$ cat config.mk
export PLATFORM = sky130hd
export DESIGN_NAME = seq_mult_shift_add
export DESIGN_NICKNAME = d
export VERILOG_FILES = /design/src/rtl/seq_mult_pkg.sv /design/src/rtl/seq_mult_sign_fix.sv /design/src/rtl/seq_mult_shift_add.sv
export SDC_FILE = /design/constraint.sdc
export NUM_CORES = 1
export LEC_CHECK = 0
export CAP_MARGIN = 30
export CORE_ASPECT_RATIO = 1.75
export CORE_MARGIN = 2
export CORE_UTILIZATION = 57
export DETAILED_ROUTE_END_ITERATION = 12
export GPL_TIMING_DRIVEN = 0
export HOLD_SLACK_MARGIN = 0.12
export PLACE_DENSITY = 0.88
export SYNTH_ARGS = -nofsm -noshare
export SYNTH_HDL_FRONTEND = slang
export SYNTH_SLANG_ARGS = --single-unit
$ cat constraint.sdc
create_clock -name slow_clk -period 8.7 [get_ports slow_clk]
set_input_delay 2.61 -clock slow_clk [delete_from_list [all_inputs] [get_ports slow_clk]]
set_output_delay 2.61 -clock slow_clk [all_outputs]
set_load 0.1 [all_outputs]
$ cat src/rtl/seq_mult_pkg.sv
// Shared types and helpers for the shift-add sequential multiplier.
package seq_mult_pkg;

    // Controller states: waiting for operands, iterating, holding the result.
    typedef enum logic [1:0] {
        S_IDLE = 2'd0,
        S_BUSY = 2'd1,
        S_DONE = 2'd2
    } state_t;

    // Counter width able to hold every value 0..width.
    function automatic int unsigned f_cnt_w(input int unsigned width);
        return $clog2(width + 1);
    endfunction

endpackage

$ cat src/rtl/seq_mult_sign_fix.sv
// Conditional two's-complement negate: used both to take operand magnitudes
// and to restore the sign of the finished product.
module seq_mult_sign_fix #(
    parameter int unsigned W = 32
) (
    input  logic         i_neg,
    input  logic [W-1:0] i_data,
    output logic [W-1:0] o_data
);

    // Pass the value through, or negate it modulo 2^W when i_neg is set.
    always_comb begin
        o_data = i_neg ? ('0 - i_data) : i_data;
    end

endmodule

$ cat src/rtl/seq_mult_shift_add.sv
// Radix-2 shift-add multiplier, one WIDTH x WIDTH -> 2*WIDTH product per
// transaction, WIDTH iterations per product, signed or unsigned per request.
// Signed operands are reduced to magnitudes on capture; the sign is restored
// on the final iteration so the datapath itself is purely unsigned.
module seq_mult_shift_add
    import seq_mult_pkg::*;
#(
    parameter  int unsigned WIDTH = 32,
    localparam int unsigned CNT_W = f_cnt_w(WIDTH)
) (
    input  logic                 slow_clk,
    input  logic                 rst,
    input  logic                 in_valid,
    output logic                 in_ready,
    input  logic [WIDTH-1:0]     a,
    input  logic [WIDTH-1:0]     b,
    input  logic                 is_signed,
    output logic                 out_valid,
    input  logic                 out_ready,
    output logic [2*WIDTH-1:0]   result,
    output logic                 busy
);

    state_t               r_state;
    state_t               w_next_state;

    logic [WIDTH-1:0]     r_mcand;
    logic [WIDTH-1:0]     r_acc;
    logic [WIDTH-1:0]     r_mplier;
    logic                 r_neg;
    logic [CNT_W-1:0]     r_cnt;
    logic [2*WIDTH-1:0]   r_result;

    logic                 w_accept;
    logic                 w_iterate;
    logic                 w_last;
    logic                 w_a_neg;
    logic                 w_b_neg;
    logic [WIDTH-1:0]     w_a_mag;
    logic [WIDTH-1:0]     w_b_mag;
    logic [WIDTH:0]       w_sum;
    logic [WIDTH-1:0]     w_acc_nxt;
    logic [WIDTH-1:0]     w_mplier_nxt;
    logic [2*WIDTH-1:0]   w_prod_fixed;

    assign w_accept  = (r_state == S_IDLE) && in_valid;
    assign w_iterate = (r_state == S_BUSY);
    assign w_last    = (r_cnt == CNT_W'(WIDTH - 1));
    assign w_a_neg   = is_signed & a[WIDTH-1];
    assign w_b_neg   = is_signed & b[WIDTH-1];

    // Operand magnitudes; -2^(WIDTH-1) maps to 2^(WIDTH-1) held unsigned.
    seq_mult_sign_fix #(.W(WIDTH)) u_mag_a (
        .i_neg  (w_a_neg),
        .i_data (a),
        .o_data (w_a_mag)
    );

    seq_mult_sign_fix #(.W(WIDTH)) u_mag_b (
        .i_neg  (w_b_neg),
        .i_data (b),
        .o_data (w_b_mag)
    );

    // One iteration: conditional add into the upper half with carry kept,
    // then shift {carry, acc, multiplier} right by one.
    always_comb begin
        w_sum        = {1'b0, r_acc} + (r_mplier[0] ? {1'b0, r_mcand} : '0);
        w_acc_nxt    = w_sum[WIDTH:1];
        w_mplier_nxt = {w_sum[0], r_mplier[WIDTH-1:1]};
    end

    // The product is signed-corrected straight from the last iteration's
    // shifted value so the result is registered on the same edge.
    seq_mult_sign_fix #(.W(2*WIDTH)) u_fix_result (
        .i_neg  (r_neg),
        .i_data ({w_acc_nxt, w_mplier_nxt}),
        .o_data (w_prod_fixed)
    );

    // State register.
    always_ff @(posedge slow_clk or posedge rst) begin
        if (rst) begin
            r_state <= S_IDLE;
        end else begin
            r_state <= w_next_state;
        end
    end

    // Next-state decode.
    always_comb begin
        w_next_state = r_state;
        case (r_state)
            S_IDLE:  if (in_valid)  w_next_state = S_BUSY;
            S_BUSY:  if (w_last)    w_next_state = S_DONE;
            S_DONE:  if (out_ready) w_next_state = S_IDLE;
            default:                w_next_state = S_IDLE;
        endcase
    end

    // Handshake outputs decoded from registered state only.
    always_comb begin
        in_ready  = (r_state == S_IDLE);
        out_valid = (r_state == S_DONE);
        busy      = (r_state == S_BUSY) || (r_state == S_DONE);
    end

    // Datapath: operand capture, iteration, and result load.
    always_ff @(posedge slow_clk or posedge rst) begin
        if (rst) begin
            r_mcand  <= '0;
            r_acc    <= '0;
            r_mplier <= '0;
            r_neg    <= 1'b0;
            r_cnt    <= '0;
            r_result <= '0;
        end else if (w_accept) begin
            r_mcand  <= w_a_mag;
            r_mplier <= w_b_mag;
            r_acc    <= '0;
            r_cnt    <= '0;
            r_neg    <= is_signed & (a[WIDTH-1] ^ b[WIDTH-1]);
        end else if (w_iterate) begin
            r_acc    <= w_acc_nxt;
            r_mplier <= w_mplier_nxt;
            r_cnt    <= r_cnt + CNT_W'(1);
            if (w_last) begin
                r_result <= w_prod_fixed;
            end
        end
    end

    assign result = r_result;

endmodule
==> summary.md <==
| Metric | Value |
|---|---|
| Outcome | complete, but fails checks |
| Failing checks | design-rule violations |
| Antenna diodes | 0 |
| Max-Cap Viols | 0 |
| Worst flop-to-flop path endpoint | result[61] |
| Final Util | approximately 70% |
| Worst R2R Path Depth | 14 |
| CP Launch Type | input pin |
| Synthesis-to-finish area growth | 19.7% |
| DP HPWL | 26,100 um |
| Final Max Slew Viols | 0 |
| DR DRC count | 1 |
| Logic pwr share | between 50% and 60% |
| Syn Area/Cell | about 8.6 um2 |
| Clock sinks | 169 |
| Crit Path Class | in2reg |
| Iteration-0 DRC Markers | 642 |
| Hold Crit Start | r_mcand[28] |
| Die Wd | 112 um |
| Root Driver | clkbuf_16 |
| Worst-Margin Slew | about 0.99 ns |
| Clk pin slew, worst setup/hold paths | 0.07 ns |
| CTS Buf Count | 17 |
| Syn. warnings | 0 |
| Crit path time final | between 5 and 6 ns |
| Switch Pwr | slightly below 2 mW |
| HP Class | reg2reg |
| Number of synthesized flops with an enable pin | 0 |
| Final period util | 64.2% |
| Seq/Total Area, Yosys | between 30 and 40% |
| Starting Density | between 50 and 60% |
| CTS tree | done |
| CP required | 9.00 ns |
| Power Density | 308 nW/um2 |
| Vias per Instance | 6.20 |
| Vias in the first global route | 10.9k |
| Ys async rst share | 100% |
| Top-count cell post-synth | nand2_1 |
| Worst Clk Skew | 0.00994 ns |
| RSZ-0062 raised after global routing | false |
| Largest net degree at the start of global routing | 92 |
| Max_slew headroom | approximately a third |
| Hold Path End | r_mcand[28] |
| Static Leak | 5.95 nW |
| Antenna violations before repair | 0 |
| Layout cell share with drive strength beyond 1 | under 10% |
| Htree depth | 4 |
| Drt pass-1 iters | 10 |
| Post-synth top area share | 36.5% |
| Number of synthesized register bits | 169 |
| Switching Share | between 40% and 50% |
| Final Cell Area | 13,900 um2 |
| Critical-path maximum fanout | 5 |
| Reg-to-reg slack, setup | 3.72 ns |
| Post-synth top cells | nand2_1 (186), o21ai_0 (170), dfrtp_1 (169) |
| # setup viols final | 0 |
| Worst hold path depth | 2 |
| Post-CTS Setup Bufs | 0 |
| Final net count | 1,611 |
| Core Area | 20,100 um2 |
| VDD IR max | 0.173 mV |
| Primary FF master, synth | dfrtp_1 |
| Resize count post-CTS | 0 |
| Worst Setup End Kind | flop |
| # rows | 69 |
| Peak Freq | 179 MHz |
| Clock power share | a little under a fifth |
| Pint | 2.32 mW |
| Via count | 10.9k |
| GR Util All Layers | roughly a third |
| Die H | about 190 um |
| Worst Path Arrival | 5.89 ns |
| Syn_nets | 1,456 |
| Hold buffers post-CTS | 0 |
| Post-Route WL | 33,900 um |
| Detail Route Antenna Nets | 0 |
| CTS Buffer Depth | 2 |
| Die area | 21,600 um2 |
| Post-synth cell types | 72 |
| First-pass GRT wire length | 53,500 um |
| Post-Syn Instances | approximately 1.3k |
| Gpl congestion | about 1 |
| Port Buffers | 135 |
| Clock Latency Late Sink | 0.44 ns |
| Mapped cell area | 11,600 um2 |
| WL/cell | 19.3 um |
| Grt ovf | 0 |
| Critical R2R Launch | r_mplier[0] |
| Placement-stage cell area | 13,300 um2 |
| Final hold violation count | 0 |
| Leading area contributor after synthesis | dfrtp_1 |
| Sequential power share | 28.0% |
| Synth area leaders | dfrtp_1 (36%), o21ai_0 (7.3%), xor2_1 (6.6%) |
| I/O pin count | 136 |
-- sequential cells by signal, summed over array words and instances, names as in the netlist --
name      count
r_state       2
r_mplier     32
r_cnt         6
r_mcand      32
result       64
r_neg         1
r_acc        32
-- kinds of logic (layout without fill, tap and decap cells) --
logic type / count (synthesis) / in the layout / share of synthesized area, %
buffers and inverters: 98 / 263 / 3.45
adder cells (fa/ha/maj): 41 / 41 / 4.49
AND/OR/NAND/NOR: 455 / 455 / 19.1
flip-flops: 169 / 169 / 36.5
XOR/XNOR: 145 / 145 / 10.9
multiplexers: 59 / 59 / 5.10
AO/OA/AOI/OAI: 379 / 379 / 20.5
-- power groups by stage --
stage | Combinational, mW | Sequential (mW) | Clock [mW]
after CTS | 2.26 | 1.19 | 0.786
after global routing | 2.50 | 1.23 | 0.821
final | 2.29 | 1.20 | 0.789
after floorplan | 1.70 | 1.16 | 0
after global placement | 2.17 | 1.19 | 0
after detailed placement | 2.24 | 1.20 | 0
-- worst max-delay path: stages --
cell and delay [ns]:
clkdlybuf4s50_1 0.56, or4_1 0.57, or3_1 0.38, nor3_1 0.56
nand3_1 0.27, o21ai_0 0.45, nand2_1 0.14, xor2_1 0.17
nand2_1 0.08, o21ai_0 0.09
-- how the worst max path moves through the flow --
stage / cells past startpoint / slack [ns] / startpoint / end
final: 10 / 3.11 / b[6] / r_mplier[29]
after global routing: 10 / 3.03 / b[6] / r_mplier[29]
after CTS: 10 / 3.20 / b[6] / r_mplier[29]
after detailed placement: 10 / 2.79 / b[6] / r_mplier[29]
after global placement: 2 / -0.55 / rst / r_acc[24]
after floorplan: 1 / 1.51 / rst / r_acc[0]
-- routing by layer --
| metal | share of wire, % | track usage (%) |
|---|---|---|
| met1 | 35 | 31.2 |
| met2 | 52 | 58.4 |
| met3 | 5.0 | 4.30 |
| met4 | 7.8 | 23.9 |
| met5 | 0 | 0 |
-- stage by stage --
step / hold slack, ns / TNS [ns] / worst slack (ns) / std cells / power (mW)
final: 0.472 / 0 / 3.11 / 1759 / 4.27
after global routing: 0.489 / 0 / 3.03 / 1759 / 4.55
after CTS: 0.477 / 0 / 3.20 / 1759 / 4.23
after detailed placement: 0.463 / 0 / 2.79 / 1730 / 3.44
after global placement: 0.454 / -90.28 / -0.549 / 1729 / 3.36
after floorplan: 0.438 / 0 / 1.51 / 1346 / 2.86
-- area by class of cell --
| class | instances | area, um2 |
|---|---|---|
| flip-flops and latches | 169 | 4230 |
| well taps | 248 | 310 |
| multi-input cells | 1079 | 6970 |
| repair buffers | 136 | 1380 |
| clock buffers | 19 | 443 |
| inverters | 22 | 90.1 |
| plain buffers | 76 | 318 |
| clock inverters | 10 | 148 |
| fillers | 1588 | 6230 |
-- cells in the final DEF, fill, tap and decap left out, drive strengths merged, types with 8 or more instances in the layout --
cell type	netlist	routed
o41ai	15	15
a211oi	11	11
and3	9	9
or4	9	9
nor4	17	17
or2	8	8
ha	40	40
mux2i	58	58
dfrtp	169	169
clkbuf	60	79
o211ai	13	13
xor2	88	88
clkdlybuf4s50	0	135
o21ai	175	175
buf	16	17
nand2b	13	13
nor2	81	81
o31ai	35	35
a21o	18	18
nor3	28	28
nand3	12	12
and2	46	46
nand2	186	186
xnor2	57	57
a21oi	56	56
or3	15	15
inv	22	23
nand4	16	16
(Power assumes the default switching activity.)
